--- src/rtl/csa_pipe_adder.sv ---
// -----------------------------------------------------------------------------
// csa_pipe_adder
//
// Pipelined carry-select adder/subtractor. The operand is split into
// NBLK = WIDTH/BLK_W blocks. Each block is resolved in its own pipeline
// stage, so one operation can be accepted per cycle.
//
// Each block computes its sum for carry-in 0 and for carry-in 1, then picks
// one with the carry arriving from the stage before. Bits that are already
// resolved are only copied forward, never recomputed.
//
// Ports
//   clk          in   rising-edge clock
//   rst_n        in   synchronous active-low reset
//   in_valid     in   operands/mode valid
//   in_ready     out  block can accept this cycle
//   i_add_term1  in   operand A [WIDTH]
//   i_add_term2  in   operand B [WIDTH]
//   i_cin        in   carry-in (ignored when i_sub=1)
//   i_sub        in   1: A - B, 0: A + B + i_cin
//   out_valid    out  result valid
//   out_ready    in   downstream accepts the result
//   sum          out  result modulo 2^WIDTH
//   cout         out  carry-out of MSB (subtract: 1 = no borrow)
//   ovf          out  signed two's-complement overflow
//
// Handshake: an input transfer happens on a rising edge where
// in_valid && in_ready. An output transfer happens on a rising edge where
// out_valid && out_ready. stall = out_valid && !out_ready, and
// in_ready = !stall. During a stall every stage holds, including bubbles.
// Otherwise every stage advances each cycle. A stage that receives no valid
// data loads valid=0 and don't-care data. While out_valid=1 and out_ready=0,
// the result stays stable.
// -----------------------------------------------------------------------------
module csa_pipe_adder #(
    parameter int WIDTH = 16,
    parameter int BLK_W = 4
) (
    input  logic             clk,
    input  logic             rst_n,
    input  logic             in_valid,
    output logic             in_ready,
    input  logic [WIDTH-1:0] i_add_term1,
    input  logic [WIDTH-1:0] i_add_term2,
    input  logic             i_cin,
    input  logic             i_sub,
    output logic             out_valid,
    input  logic             out_ready,
    output logic [WIDTH-1:0] sum,
    output logic             cout,
    output logic             ovf
);

    localparam int NBLK = WIDTH / BLK_W;

    generate
        if ((BLK_W < 1) || (BLK_W > WIDTH) || ((WIDTH % BLK_W) != 0)) begin : g_param_check
            $error("csa_pipe_adder: WIDTH must be a positive multiple of BLK_W");
        end
    endgenerate

    // ------------------------------------------------------------------
    // Stage registers. Index s holds the state of stage S_{s+1}:
    //   r_sum[s] bits of blocks 0..s are resolved; higher bits are unused.
    //   r_c[s]   is the carry into block s+1 (the final carry for the last stage).
    //   r_a/r_b  carry the A/B' slices forward. Only the slices of blocks
    //            above s are still consumed.
    // ------------------------------------------------------------------
    logic             r_vld [NBLK];
    logic [WIDTH-1:0] r_sum [NBLK];
    logic [WIDTH-1:0] r_a   [NBLK];
    logic [WIDTH-1:0] r_b   [NBLK];
    logic             r_c   [NBLK];
    logic             r_cmsb;           // carry into the MSB, last stage only

    // Inputs seen by each stage's block (operand port for stage 0,
    // previous stage register otherwise).
    logic             w_src_vld [NBLK];
    logic [WIDTH-1:0] w_src_sum [NBLK];
    logic [WIDTH-1:0] w_src_a   [NBLK];
    logic [WIDTH-1:0] w_src_b   [NBLK];
    logic             w_src_c   [NBLK];

    // Carry-select candidates and selected result per block: {carry, sum}.
    logic [BLK_W:0]   w_r0  [NBLK];
    logic [BLK_W:0]   w_r1  [NBLK];
    logic [BLK_W:0]   w_sel [NBLK];
    logic [WIDTH-1:0] w_nsum [NBLK];
    logic             w_ncmsb;
    logic             w_stall;

    assign w_stall  = r_vld[NBLK-1] && !out_ready;
    assign in_ready = !w_stall;

    always_comb begin
        // Stage 0 consumes the operand ports. Subtraction is A + ~B + 1.
        w_src_vld[0] = in_valid;
        w_src_sum[0] = '0;
        w_src_a[0]   = i_add_term1;
        w_src_b[0]   = i_sub ? ~i_add_term2 : i_add_term2;
        w_src_c[0]   = i_sub | i_cin;

        for (int s = 1; s < NBLK; s++) begin
            w_src_vld[s] = r_vld[s-1];
            w_src_sum[s] = r_sum[s-1];
            w_src_a[s]   = r_a[s-1];
            w_src_b[s]   = r_b[s-1];
            w_src_c[s]   = r_c[s-1];
        end

        for (int s = 0; s < NBLK; s++) begin
            w_r0[s] = {1'b0, w_src_a[s][s*BLK_W +: BLK_W]}
                    + {1'b0, w_src_b[s][s*BLK_W +: BLK_W]};
            w_r1[s] = {1'b0, w_src_a[s][s*BLK_W +: BLK_W]}
                    + {1'b0, w_src_b[s][s*BLK_W +: BLK_W]}
                    + {{BLK_W{1'b0}}, 1'b1};
            w_sel[s] = w_src_c[s] ? w_r1[s] : w_r0[s];

            w_nsum[s] = w_src_sum[s];
            w_nsum[s][s*BLK_W +: BLK_W] = w_sel[s][BLK_W-1:0];
        end

        // The MSB sum bit is a ^ b ^ carry_in, so the carry into the MSB
        // can be recovered from the selected sum bit of the last block.
        w_ncmsb = w_sel[NBLK-1][BLK_W-1]
                ^ w_src_a[NBLK-1][WIDTH-1]
                ^ w_src_b[NBLK-1][WIDTH-1];
    end

    always_ff @(posedge clk) begin
        if (!rst_n) begin
            for (int s = 0; s < NBLK; s++) begin
                r_vld[s] <= 1'b0;
                r_sum[s] <= '0;
                r_a[s]   <= '0;
                r_b[s]   <= '0;
                r_c[s]   <= 1'b0;
            end
            r_cmsb <= 1'b0;
        end else if (!w_stall) begin
            for (int s = 0; s < NBLK; s++) begin
                r_vld[s] <= w_src_vld[s];
                r_sum[s] <= w_nsum[s];
                r_a[s]   <= w_src_a[s];
                r_b[s]   <= w_src_b[s];
                r_c[s]   <= w_sel[s][BLK_W];
            end
            r_cmsb <= w_ncmsb;
        end
    end

    assign out_valid = r_vld[NBLK-1];
    assign sum       = r_sum[NBLK-1];
    assign cout      = r_c[NBLK-1];
    assign ovf       = r_cmsb ^ r_c[NBLK-1];

endmodule

--- config.mk ---
export PLATFORM = sky130hd
export DESIGN_NAME = csa_pipe_adder
export DESIGN_NICKNAME = d
export VERILOG_FILES = /design/src/rtl/csa_pipe_adder.sv
export SDC_FILE = /design/constraint.sdc
export NUM_CORES = 1
export LEC_CHECK = 0
export ABC_CLOCK_PERIOD_IN_PS = 11250
export CAP_MARGIN = 40
export CELL_PAD_IN_SITES_DETAIL_PLACEMENT = 2
export CELL_PAD_IN_SITES_GLOBAL_PLACEMENT = 2
export CORE_MARGIN = 5
export CORE_UTILIZATION = 42
export CTS_BUF_LIST = sky130_fd_sc_hd__clkbuf_4
export CTS_CLUSTER_DIAMETER = 120
export DETAILED_ROUTE_END_ITERATION = 8
export GPL_TIMING_DRIVEN = 1
export PLACE_DENSITY_LB_ADDON = 0.1
export SLEW_MARGIN = 30
export SYNTH_ARGS = -nofsm -noshare
export SYNTH_HDL_FRONTEND = slang
export SYNTH_SLANG_ARGS = --single-unit
export TNS_END_PERCENT = 100
--- constraint.sdc ---
create_clock -name clk -period 11.25 [get_ports clk]
set_input_delay 2.8125 -clock clk [delete_from_list [all_inputs] [get_ports clk]]
set_output_delay 2.8125 -clock clk [all_outputs]
set_load 0.01 [all_outputs]
Word level (Yosys, flattened, before mapping)

Memory sizes are Yosys's and may differ from the RTL's.
Cells that the tools add are included.
W data, S select, Z words.

Output and inout bits: 20
Word-level logic and storage cells: 71
Bits in registers: 1
RAM bits: 200
Memories kept: 5
Bits of input ports: 38

Memory list:

| name  | words | bits a word | rd ports | clocked after memory_dff | wr ports | RTL line | RTL |
|---|---|---|---|---|---|---|---|
| r_a   | 4     | 16          | 3        | 0                        | 4        | 71       | `logic [WIDTH-1:0] r_a [NBLK];` |
| r_b   | 4     | 16          | 3        | 0                        | 4        | 72       | `logic [WIDTH-1:0] r_b [NBLK];` |
| r_sum | 4     | 16          | 4        | 0                        | 4        | 70       | `logic [WIDTH-1:0] r_sum [NBLK];` |
| r_c   | 4     | 1           | 4        | 0                        | 4        | 73       | `logic r_c [NBLK];` |
| r_vld | 4     | 1           | 4        | 0                        | 4        | 69       | `logic r_vld [NBLK];` |

Add/subtract/negate cells: 8
Bitwise gates (word level): 25
Mux-type cells: 29
Reductions and logical operators: 3

Operators with widths:

| kind                  | count |
|---|---|
| $mux W16              | 13 |
| $or A1 B1 Y1          | 21 |
| $add A4 B4 Y5         | 4 |
| $add A5 B1 Y5 const B | 4 |
| $mux W5               | 4 |
| $not A16 Y16          | 1 |
| $mux W1               | 12 |
| $xor A1 B1 Y1         | 3 |
| $logic_not A1 Y1      | 2 |
| $logic_and A1 B1 Y1   | 1 |

Logic depth before layout (Yosys ltp)

Depth in word-level cells: 6
Depth in mapped cells: 10
Mapped depth without buffers: 9

Worst setup path after synthesis

No wires, ideal clock.

Path type: input -> output
Start: input port out_ready
End: output port in_ready
Path slack: 4.987 ns
Path buffers: 2
Arrival time: 3.451 ns
Stages on the path: 3
Data required time: 8.438 ns
Path through: nand2b_1 -> buf_2 -> clkbuf_1

Cells in the longest elaborated chain, start to end: 3

Ends and longest elaborated chain:

| item                | RTL line | RTL |
|---|---|---|
| start: declaration  | 48       | `input logic out_ready,` |
| $logic_not A1 Y1    | 92       | `assign w_stall = r_vld[NBLK-1] && !out_ready;` |
| $logic_and A1 B1 Y1 | 92       |  |
| $logic_not A1 Y1    | --       |  |
| end: declaration    | 42       | `output logic in_ready,` |

Every way passes these cells.

Worst setup path after layout

Same ends and word-level chain as after synthesis.

==> results.md <==
Route:
- The number of nets with antenna violations after detailed routing is 0.
- The pre-antenna-repair detailed-routing pass consisted of 4 iterations.
- The count of routing violations after the opening detailed-route iteration is 159.
- The post-detailed-route wirelength per cell is 17.3 um.
- For this block, the routed nets add up to 9.59 mm of wire.
- Summing over every cut layer, the via total after detailed routing is 2817.
- Using the TritonRoute via totals, the vias-per-cell ratio works out to 5.08.
- The total DRC errors in the routed layout is 0.

Critical path:
- Along the worst path, the maximum fanout reaches 69.
- The kind of end point of the critical path is an output port.
- The worst-case register-to-register setup slack is 9.08 ns.
- For the worst setup path, the data required time is 8.44 ns.
- The beginning of the critical path is out_ready.
- STA classifies the critical path startpoint as a primary input.
- The longest individual stage delay on the worst path is 0.65 ns.
- STA puts the critical path data arrival time at 4.56 ns.
- By startpoint and endpoint, the worst setup path is classified as primary input to output port.
- The slowest cell on the critical path is sky130_fd_sc_hd__clkdlybuf4s50_1.
- Walking the worst path, the cells encountered are clkdlybuf4s50_1 -> nand2b_2 -> buf_4 -> clkdlybuf4s50_1.
- The cell that appears most often on the critical path is sky130_fd_sc_hd__clkdlybuf4s50_1.
- The worst register-to-register path ends at r_cmsb.
- The worst register-to-register path has a depth of 7.
- The origin of the critical flop-to-flop path is r_a[0][44].

Pwr:
- The leakage power figure is 0.00238 uW.
- The logic gate share of total power is 0.142.
- The share of total power dissipated in the clock network is 0.266.
- Cell internal power was estimated by the tool at 545 uW.
- The reported net switching power is 183 uW.
- The worst-case IR drop observed on VDD is 0.0525 mV.
- The sequential share of power is 0.592.
- Of the total power, the share spent switching nets is 0.252.
- For this design the ratio of total power to cell area is 134 nW/um2.

Logic synthesis:
- Of all cell types, the one taking the most synthesized area is sky130_fd_sc_hd__edfxtp_1.
- Counting flops with an async set or reset pin after synthesis yields a share of 0.
- The post-synth net total is 431.
- In this run, synthesis inferred 90 flip-flops with an integrated enable.
- The number of standard cells after synthesis is 369.
- Yosys attributes the largest share of cell area to sky130_fd_sc_hd__edfxtp_1, sky130_fd_sc_hd__and3_1, sky130_fd_sc_hd__ha_1, sky130_fd_sc_hd__xnor2_1, sky130_fd_sc_hd__dfxtp_1.
- After synthesis, the netlist uses 34 different library cells.
- The number of synthesized register bits is 97.
- The combined area of all synthesized cells is 4680 um2.
- The proportion of netlist area held by the largest area contributor is 0.578.
- The most instantiated flip-flop cell in the synthesis netlist is sky130_fd_sc_hd__edfxtp_1.
- The share of synthesized area occupied by flip-flops and latches is 0.607.
- A synthesized cell averages 12.7 um2.
- During synthesis, Yosys emitted a total of 0 warnings.

GRT:
- The total routing usage reported by global routing is 0.158.
- The number of antenna violations at the first check in global routing is 1.
- Global routing finished with a remaining overflow of 0.
- The maximum number of pins on one net before global-route repair is 93.
- The via count of the first global-routing pass came to 3182.
- The wire length of the first global-routing pass is 16.2 mm.

Die:
- The top-level I/O count is 58.
- The core region area is 10900 um2.
- The floorplan step set the die width to 116 um.
- The die extent in y is 116 um.
- The initial utilization of the core area, before any placement, comes to 0.430.
- The die covers 13400 um2.
- The placement row count is 38.

Placement:
- After legalization and detailed placement, the total HPWL measured 6.69 mm.
- The number of port buffers is 57.
- The final weighted congestion of routability-driven global placement is 0.723.

Worst hold path:
- The type of the most critical hold path is flip-flop to flip-flop.
- For hold timing, the worst endpoint is r_vld[2].
- The start point of the worst hold path is r_vld[2].
- The worst hold path passes through 2 cells.

STA:
- Setup violations remaining at the end of the flow were counted as 0.
- The worst slew slack as a fraction of its limit is 0.608.
- At the pin with the least slew margin, the transition time is 0.589 ns.
- The final hold violation count is 0.
- Setup repair after global routing left no endpoint under its margin.
- The number of slew-limit violations in the final report is 0.
- The setup TNS is 0 ns.
- The post-route clock period utilization is 0.655.
- The setup skew after layout is 0.0202 ns.
- The worst hold slack is 0.538 ns.
- The routed design could run at a clock period as short as 7.37 ns.
- The maximum achievable frequency is 136 MHz.

Final layout:
- The share of post-route cells with drive strength above 1 is 0.0630.
- The area growth from synthesis to layout is 16.3%.
- The number of nets in the finished design is 470.

Clock network:
- The number of CTS-inserted buffers is 9.
- The clock root buffer is sky130_fd_sc_hd__clkbuf_4.
- Clock latency on the worst-skew pair, taken at its later pin, is 0.46 ns.
- The clock drives 97 sinks.
- The clock-pin slew on the worst setup and hold paths is 0.16 ns.
- Once the clock tree was built, the resizer swapped 0 gates to a different size.
- TritonCTS built the clock tree.
- The number of buffers on the longest clock path is 2.
- The count of buffers added by post-CTS timing repair for setup is 0.
- The clock tree synthesis step divided the H-tree into 3 levels.
- Hold repair after CTS inserted 0 buffers.

Flow run:
- The max-capacitance violation count is 0.

Outcome:
- The flow ran to the end, and the final reports show no timing, DRC or antenna violations.
[cell families (layout without fill, tap and decap cells)]
logic type	Yosys count	after routing	share of synthesized area
flops	97	97	0.607
compound gates	29	29	0.0385
simple gates	128	128	0.147
fa+ha+maj	24	24	0.0706
other cells	0	1	0
mux	3	3	0.00642
xor+xnor	39	39	0.0775
buf+inv	49	93	0.0529
[synth_stat cells (2+ instances only)]
master	instances
sky130_fd_sc_hd__a21oi_1	10
sky130_fd_sc_hd__xor2_1	10
sky130_fd_sc_hd__buf_2	3
sky130_fd_sc_hd__nand3b_1	2
sky130_fd_sc_hd__and3_1	61
sky130_fd_sc_hd__a21o_1	6
sky130_fd_sc_hd__dfxtp_1	7
sky130_fd_sc_hd__inv_1	14
sky130_fd_sc_hd__o211ai_1	2
sky130_fd_sc_hd__xnor2_1	27
sky130_fd_sc_hd__nand3_1	3
sky130_fd_sc_hd__o21a_1	2
sky130_fd_sc_hd__mux2i_1	3
sky130_fd_sc_hd__ha_1	20
sky130_fd_sc_hd__nand2_1	9
sky130_fd_sc_hd__edfxtp_1	90
sky130_fd_sc_hd__nor2b_1	6
sky130_fd_sc_hd__nand2b_1	2
sky130_fd_sc_hd__clkbuf_1	15
sky130_fd_sc_hd__fa_1	4
sky130_fd_sc_hd__nor3_1	6
sky130_fd_sc_hd__buf_4	16
sky130_fd_sc_hd__o21ai_0	6
sky130_fd_sc_hd__nor2_1	35
[state kept, by name (all words and copies together) (netlist names)]
register and cells:
r_a 24, r_b 24, r_c 4, r_cmsb 1
r_sum 40, r_vld 4
[metrics by stage]
step                total power, uW   util  instances  setup slack, ns  instance area, um2
floorplan                       505      -        369             4.99                4680
global placement                536  0.484        536             3.91                5270
detailed placement              546  0.484        536             3.86                5270
CTS                             741  0.498        552             3.86                5420
global route                    768  0.500        554             3.77                5440
finish                          729  0.500        554             3.88                5440
[cell usage in the layout, fill, tap and decap left out, types with 2 or more instances in the layout]
cell	count
sky130_fd_sc_hd__edfxtp_1	90
sky130_fd_sc_hd__and3_1	61
sky130_fd_sc_hd__nand2_1	9
sky130_fd_sc_hd__nor3_1	6
sky130_fd_sc_hd__nand3b_1	2
sky130_fd_sc_hd__o21ai_0	6
sky130_fd_sc_hd__buf_4	4
sky130_fd_sc_hd__dfxtp_1	7
sky130_fd_sc_hd__xnor2_1	27
sky130_fd_sc_hd__nor2_1	35
sky130_fd_sc_hd__a21o_1	6
sky130_fd_sc_hd__clkdlybuf4s50_1	57
sky130_fd_sc_hd__a21oi_1	10
sky130_fd_sc_hd__nor2b_1	6
sky130_fd_sc_hd__ha_1	20
sky130_fd_sc_hd__o211ai_1	2
sky130_fd_sc_hd__fa_1	4
sky130_fd_sc_hd__o21a_1	2
sky130_fd_sc_hd__nand3_1	3
sky130_fd_sc_hd__xor2_1	10
sky130_fd_sc_hd__clkbuf_4	9
sky130_fd_sc_hd__inv_1	14
sky130_fd_sc_hd__clkinvlp_4	2
sky130_fd_sc_hd__mux2i_1	3
[how the worst max path moves through the flow]
stage / cells after the start / end / slack [ns]
after detailed placement: 4 / in_ready / 3.86
after global routing: 4 / in_ready / 3.77
after CTS: 4 / in_ready / 3.86
final: 4 / in_ready / 3.88
after global placement: 4 / in_ready / 3.91
after floorplan: 3 / in_ready / 4.99
[worst max-delay path: cells and delay by family]
kind | cells | cell delay, ns
buffers and inverters | 3 | 1.62
AND/OR/NAND/NOR | 1 | 0.12
[power groups by stage]
| stage | clock [uW] | sequential (uW) | combinational, uW |
|---|---|---|---|
| 2_1_floorplan | 0 | 436 | 68.9 |
| 3_3_place_gp | 0 | 438 | 98.2 |
| 3_5_place_dp | 0 | 440 | 105 |
| 4_1_cts | 202 | 432 | 106 |
| 5_1_grt | 218 | 435 | 116 |
| 6_report | 194 | 432 | 103 |
[layout make-up]
type | instances | area [um2]
multi-input cells | 223 | 1590
flip-flops and latches | 97 | 2840
clock inverters | 7 | 78.8
inverters | 14 | 52.6
repair buffers | 63 | 632
well taps | 140 | 175
diodes | 1 | 2.50
clock buffers | 9 | 67.6
fillers | 1073 | 5450
[metal layers]
layer	track usage	vias up	routed length (um)
met3	0.0235	16	282
met2	0.284	58	5100
met4	0.0775	0	265
met5	0	-	0
met1	0.184	1373	3940
li1	-	1370	-
(Power assumes the default switching activity.)
